`config.mk`:
```
export PLATFORM = sky130hd
export DESIGN_NAME = lifo_stream_reader
export DESIGN_NICKNAME = d
export VERILOG_FILES = /design/src/rtl/lifo_stream_reader.sv
export SDC_FILE = /design/constraint.sdc
export NUM_CORES = 1
export LEC_CHECK = 0
export BUFFER_PORTS_ARGS = -buffer_cell sky130_fd_sc_hd__buf_2
export CAP_MARGIN = 20
export CORE_UTILIZATION = 35
export CTS_BUF_LIST = sky130_fd_sc_hd__clkbuf_4 sky130_fd_sc_hd__clkbuf_8 sky130_fd_sc_hd__clkbuf_16
export DETAILED_ROUTE_END_ITERATION = 7
export MAX_ROUTING_LAYER = met4
export PLACE_DENSITY = 0.54
export SLEW_MARGIN = 30
export SYNTH_ARGS = -nofsm -noshare
export SYNTH_HDL_FRONTEND = slang
export SYNTH_SLANG_ARGS = --single-unit
```
`constraint.sdc`:
```
create_clock -name clk_i -period 4.03 [get_ports clk_i]
set_clock_uncertainty 0.1 [all_clocks]
set_input_delay 0.403 -clock clk_i [delete_from_list [all_inputs] [get_ports clk_i]]
set_output_delay 0.403 -clock clk_i [all_outputs]
set_load 0.01 [all_outputs]
```
`src/rtl/lifo_stream_reader.sv`:
```
// Pops a burst of up to len_i words from a lifo with one-cycle read latency and
// streams them out over valid/ready through a 2-entry skid buffer.
module lifo_stream_reader #(
  parameter int DWIDTH = 16,
  parameter int AWIDTH = 8
) (
  input  logic              clk_i,
  input  logic              srst_i,
  input  logic              start_i,
  input  logic [AWIDTH:0]   len_i,
  output logic              busy_o,
  output logic              done_o,
  output logic              short_o,
  output logic              lifo_rdreq_o,
  input  logic [DWIDTH-1:0] lifo_q_i,
  input  logic              lifo_empty_i,
  input  logic [AWIDTH:0]   lifo_usedw_i,
  output logic [DWIDTH-1:0] data_o,
  output logic              valid_o,
  input  logic              ready_i,
  output logic              last_o
);

  typedef enum logic [0:0] {S_IDLE = 1'b0, S_RUN = 1'b1} state_t;

  localparam logic [AWIDTH:0] LEN_ZERO = {(AWIDTH+1){1'b0}};
  localparam logic [AWIDTH:0] LEN_ONE  = {{AWIDTH{1'b0}}, 1'b1};

  state_t              r_state;
  state_t              w_state_nxt;
  logic [AWIDTH:0]     r_remaining;
  logic                r_short;
  logic                r_inflight;
  logic [1:0]          r_buf_cnt;
  logic [DWIDTH-1:0]   r_buf0;
  logic [DWIDTH-1:0]   r_buf1;
  logic                r_done;
  logic                r_short_o;

  logic [AWIDTH:0]     w_len_clip;
  logic                w_short_new;
  logic                w_valid;
  logic                w_pop;
  logic                w_last;
  logic                w_busy;
  logic                w_rdreq;
  logic [2:0]          w_credit;

  assign w_short_new = (len_i > lifo_usedw_i);
  assign w_len_clip  = w_short_new ? lifo_usedw_i : len_i;
  assign w_valid     = (r_buf_cnt != 2'd0);
  assign w_pop       = w_valid && ready_i;
  assign w_last      = w_valid && (r_remaining == LEN_ZERO) && !r_inflight && (r_buf_cnt == 2'd1);
  // Words already owed to the buffer (stored plus in flight) after this cycle's pop.
  assign w_credit    = {1'b0, r_buf_cnt} + {2'b00, r_inflight} - {2'b00, w_pop};

  assign busy_o       = w_busy;
  assign lifo_rdreq_o = w_rdreq;
  assign done_o       = r_done;
  assign short_o      = r_short_o;
  assign data_o       = r_buf0;
  assign valid_o      = w_valid;
  assign last_o       = w_last;

  always_ff @(posedge clk_i or posedge srst_i) begin
    if (srst_i) begin
      r_state <= S_IDLE;
    end else begin
      r_state <= w_state_nxt;
    end
  end

  always_comb begin
    w_state_nxt = r_state;
    case (r_state)
      S_IDLE: begin
        if (start_i && (w_len_clip != LEN_ZERO)) w_state_nxt = S_RUN;
        else                                     w_state_nxt = S_IDLE;
      end
      S_RUN: begin
        if (w_pop && w_last) w_state_nxt = S_IDLE;
        else                 w_state_nxt = S_RUN;
      end
      default: w_state_nxt = S_IDLE;
    endcase
  end

  always_comb begin
    w_busy  = 1'b0;
    w_rdreq = 1'b0;
    case (r_state)
      S_IDLE: begin
        w_busy  = 1'b0;
        w_rdreq = 1'b0;
      end
      S_RUN: begin
        w_busy  = 1'b1;
        w_rdreq = (r_remaining != LEN_ZERO) && !lifo_empty_i && (w_credit < 3'd2);
      end
      default: begin
        w_busy  = 1'b0;
        w_rdreq = 1'b0;
      end
    endcase
  end

  always_ff @(posedge clk_i or posedge srst_i) begin
    if (srst_i) begin
      r_remaining <= LEN_ZERO;
      r_short     <= 1'b0;
      r_inflight  <= 1'b0;
      r_done      <= 1'b0;
      r_short_o   <= 1'b0;
    end else begin
      r_inflight <= w_rdreq;
      r_done     <= 1'b0;
      r_short_o  <= 1'b0;
      if ((r_state == S_IDLE) && start_i) begin
        r_remaining <= w_len_clip;
        r_short     <= w_short_new;
        if (w_len_clip == LEN_ZERO) begin
          r_done    <= 1'b1;
          r_short_o <= w_short_new;
        end
      end else if (w_rdreq) begin
        r_remaining <= r_remaining - LEN_ONE;
      end
      if ((r_state == S_RUN) && w_pop && w_last) begin
        r_done    <= 1'b1;
        r_short_o <= r_short;
      end
    end
  end

  // Skid buffer: entry 0 is the head; capture and pop may happen in the same cycle.
  always_ff @(posedge clk_i or posedge srst_i) begin
    if (srst_i) begin
      r_buf_cnt <= 2'd0;
      r_buf0    <= {DWIDTH{1'b0}};
      r_buf1    <= {DWIDTH{1'b0}};
    end else begin
      case ({r_inflight, w_pop})
        2'b11: begin
          if (r_buf_cnt == 2'd1) begin
            r_buf0 <= lifo_q_i;
          end else begin
            r_buf0 <= r_buf1;
            r_buf1 <= lifo_q_i;
          end
        end
        2'b10: begin
          if (r_buf_cnt == 2'd0) r_buf0 <= lifo_q_i;
          else                   r_buf1 <= lifo_q_i;
          r_buf_cnt <= r_buf_cnt + 2'd1;
        end
        2'b01: begin
          r_buf0    <= r_buf1;
          r_buf_cnt <= r_buf_cnt - 2'd1;
        end
        default: begin
          r_buf_cnt <= r_buf_cnt;
        end
      endcase
    end
  end

endmodule

```
==> flow_summary.json <==
{
  "first_global_vias": 2105,
  "io-pin-count": 61,
  "netlist_top_cells_area": "sky130_fd_sc_hd__dfrtp_1 (44%), sky130_fd_sc_hd__mux2_2 (7.4%), sky130_fd_sc_hd__ha_1 (7.3%), sky130_fd_sc_hd__mux2i_1 (7.3%), sky130_fd_sc_hd__nand2_1 (3.3%)",
  "synth-seq-area-share_pct": 43.6,
  "maxSlewHeadroom_pct": 48.4,
  "synth_area_per_cell_um2": 10.5,
  "cts.path.max_buffers": 2,
  "synth_top_cell_by_area": "sky130_fd_sc_hd__dfrtp_1",
  "synth.ff_latch_count": 48,
  "cellPowerDensity_nw_per_um2": 673,
  "syn_inst": 262,
  "synthTopCellsByCount": "sky130_fd_sc_hd__dfrtp_1 (48), sky130_fd_sc_hd__nand2_1 (24), sky130_fd_sc_hd__mux2i_1 (20), sky130_fd_sc_hd__inv_1 (18), sky130_fd_sc_hd__mux2_2 (18)",
  "setup_total_negative_slack_ps": 0,
  "clock_power_share_pct": 15.9,
  "synthArstFlopShare_pct": 100,
  "place_worst_setup_slack_ps": 676,
  "power.sequential.fraction_pct": 38.0,
  "timing.final.crit_period_ps": 3680,
  "place_congestion": 0.826,
  "wl_per_cell_um": 14.1,
  "total_power_mw": 2.21,
  "grt_pass1_wl_um": 10200,
  "vdd_ir_drop_max_uv": 216,
  "grt.overflow.total": 0,
  "hold_class": "primary input to asynchronous set/reset pin",
  "die_height_um": 90.7,
  "timing.final.crit_share_pct": 91.3,
  "start_kind": "register",
  "grt_max_degree": 49,
  "cts_htree_levels": 2,
  "areaGrowthSynthToFinish_pct": 19.2,
  "via_per_inst": 5.02,
  "dp_hpwl_um": 4380,
  "port-buffer-count": 60,
  "cts-buffers-inserted": 5,
  "detailedRoute.firstPassIterationCount": 6,
  "synth.yosys.warnings": 0,
  "fp.dieArea_um2": 8220,
  "number_of_maximum_capacitance_violations": 0,
  "synthesis.area_um2": 2750,
  "worst-path-max-fanout": 8,
  "final_critical_path_setup_slack_ps": 352,
  "distinct_cells_synth": 42,
  "net-switching-power_mw": 0.841,
  "n_antenna_cell": 0,
  "holdBufCountCts": 0,
  "synthMostInstantiatedCell": "sky130_fd_sc_hd__dfrtp_1",
  "rows": 31,
  "path_class": "register to primary output",
  "route.vias.total": 2113,
  "power.combinational.fraction_pct": 46.1,
  "synth.top_cell.area_share_pct": 43.6,
  "final_layout_size_suffix_gt1_share_pct": 31.1,
  "groute.usage.overall_pct": 15.9,
  "total_leakage_power_nw": 1.57,
  "core_um2": 7410,
  "timing_max_transition_violations_final": 0,
  "worst_ep_required_time_ps": 3530,
  "internal_power_mw": 1.37,
  "filler_cells_inserted": 729,
  "clock_tree.root_cell": "sky130_fd_sc_hd__clkbuf_8",
  "postSynthNetCount": 318,
  "max_slew.worst_pin.slew_ps": 773,
  "ctsResizeCount": 0,
  "postSynth.topFlopCell": "sky130_fd_sc_hd__dfrtp_1",
  "setup_viols_final": 0,
  "route.final.wire_length_um": 5940,
  "drt.antenna.violating_nets": 0,
  "post-route-drc-count": 0,
  "unrepaired_setup_endpoints_after_global_routing": "false",
  "critPathCaptureType": "primary output",
  "power.switching_fraction_pct": 38.1,
  "clk_latency_ps": 300,
  "clkSinkCount": 48,
  "floorplan.initialDensity_pct": 37.2,
  "fin_nets": 377,
  "postCtsSetupBuffers": 0,
  "achievable-frequency_mhz": 272,
  "number_of_enable_flip_flop_cells_after_synthesis": 0,
  "worst_ep_arrival_time_ps": 3180,
  "detailedRoute.firstIterationViolations": 52,
  "run_status": "finished, final reports clean",
  "timing.final.hold_violations": 0,
  "die-width_um": 90.7,
  "clkTransAtPathRegs_ps": 100,
  "initial_antenna_violation_count": 0,
  "tritoncts": "built"
}
## power by group through the flow
stage                     logic [mW]  registers [mW]  clock network, mW
after detailed placement        1.02           0.848                  0
after CTS                       1.03           0.840              0.368
after floorplan                0.716           0.854                  0
after global placement          1.01           0.841                  0
after global routing            1.14           0.868              0.391
final                           1.02           0.838              0.351
## final cells by class
class / count / area [um^2] / area share, %
well taps: 99 / 124 / 3.78
flip-flops and latches: 48 / 1200 / 36.6
repair buffers: 66 / 345 / 10.5
clock buffers: 5 / 68.8 / 2.10
multi-input cells: 182 / 1430 / 43.6
clock inverters: 3 / 42.5 / 1.30
inverters: 18 / 70.1 / 2.14
## placed cells by master (no fill, tap or decap), types with 2 or more instances in the layout
master                     instances
sky130_fd_sc_hd__nor2b_1           2
sky130_fd_sc_hd__buf_4             6
sky130_fd_sc_hd__nand2_1          24
sky130_fd_sc_hd__xor2_1            6
sky130_fd_sc_hd__inv_1            17
sky130_fd_sc_hd__mux2_2           18
sky130_fd_sc_hd__nor2_1            3
sky130_fd_sc_hd__a211oi_1          6
sky130_fd_sc_hd__a21o_1            6
sky130_fd_sc_hd__o21ai_0          15
sky130_fd_sc_hd__nor3_1            4
sky130_fd_sc_hd__buf_2            60
sky130_fd_sc_hd__nand2b_1          3
sky130_fd_sc_hd__a221oi_1          5
sky130_fd_sc_hd__dfrtp_1          48
sky130_fd_sc_hd__a21oi_1           5
sky130_fd_sc_hd__a22oi_1          11
sky130_fd_sc_hd__nor4_1            6
sky130_fd_sc_hd__xnor2_1           3
sky130_fd_sc_hd__nand4_1           3
sky130_fd_sc_hd__mux2i_1          20
sky130_fd_sc_hd__nand3_1           7
sky130_fd_sc_hd__clkbuf_8          5
sky130_fd_sc_hd__and3_1            2
sky130_fd_sc_hd__ha_1             16
## final timing paths
check                      cells past startpoint  slack, ps                          to                     start
max in group asynchronous                      2       3360      data_o[10]$_DFFE_PP0P_                    srst_i
max                                           11        350                lifo_rdreq_o  r_buf_cnt[1]$_DFFE_PP0N_
min reg2reg                                    1        380      data_o[14]$_DFFE_PP0P_    data_o[14]$_DFFE_PP0P_
min                                            2         70  r_remaining[2]$_DFFE_PP0P_                    srst_i
min in group clk_i                             2        240       r_buf1[7]$_DFFE_PP0P_               lifo_q_i[7]
max reg2reg                                   12        710  r_remaining[7]$_DFFE_PP0P_  r_buf_cnt[1]$_DFFE_PP0N_
## metrics by stage
stage               hold WS [ps]  instances  instance area, um^2  utilization (%)
floorplan                    350        262                 2750                -
detailed placement           362        413                 3170             42.8
global placement             357        413                 3170             42.7
CTS                         91.4        421                 3280             44.3
finish                      68.0        421                 3280             44.3
global route                 127        421                 3280             44.3
## metal layers
metal / vias up / global-route usage (%) / wire length (um)
li1: 1068 / - / -
met1: 1006 / 21.5 / 2950
met2: 35 / 25.0 / 2770
met3: 4 / 2.86 / 171
met4: 0 / 3.63 / 48
met5: - / - / 0
## logic make-up (layout without fill, tap and decap cells)
group | Yosys count | after routing | synth area share, %
simple gates | 62 | 62 | 12.1
compound gates | 56 | 56 | 13.9
flops | 48 | 48 | 43.6
mux | 38 | 38 | 14.6
buf+inv | 32 | 92 | 4.86
fa+ha+maj | 17 | 17 | 8.00
xor+xnor | 9 | 9 | 2.86
## registers in the layout (all words and copies together) (netlist names)
name / count
data_o: 16
r_buf1: 16
r_remaining: 9
r_buf_cnt: 2
done_o: 1
r_inflight: 1
r_short: 1
r_state: 1
short_o: 1
## critical path, stage by stage, from the launching register on
cell and delay [ps]:
sky130_fd_sc_hd__dfrtp_1 440, sky130_fd_sc_hd__inv_1 90, sky130_fd_sc_hd__ha_1 230, sky130_fd_sc_hd__nor2b_1 410, sky130_fd_sc_hd__ha_1 320, sky130_fd_sc_hd__nand2b_1 150
sky130_fd_sc_hd__fa_1 380, sky130_fd_sc_hd__xor2_1 150, sky130_fd_sc_hd__nor3_1 180, sky130_fd_sc_hd__buf_4 190, sky130_fd_sc_hd__and2_2 200, sky130_fd_sc_hd__buf_2 150
No activity file was read; power rests on OpenSTA's default activity.
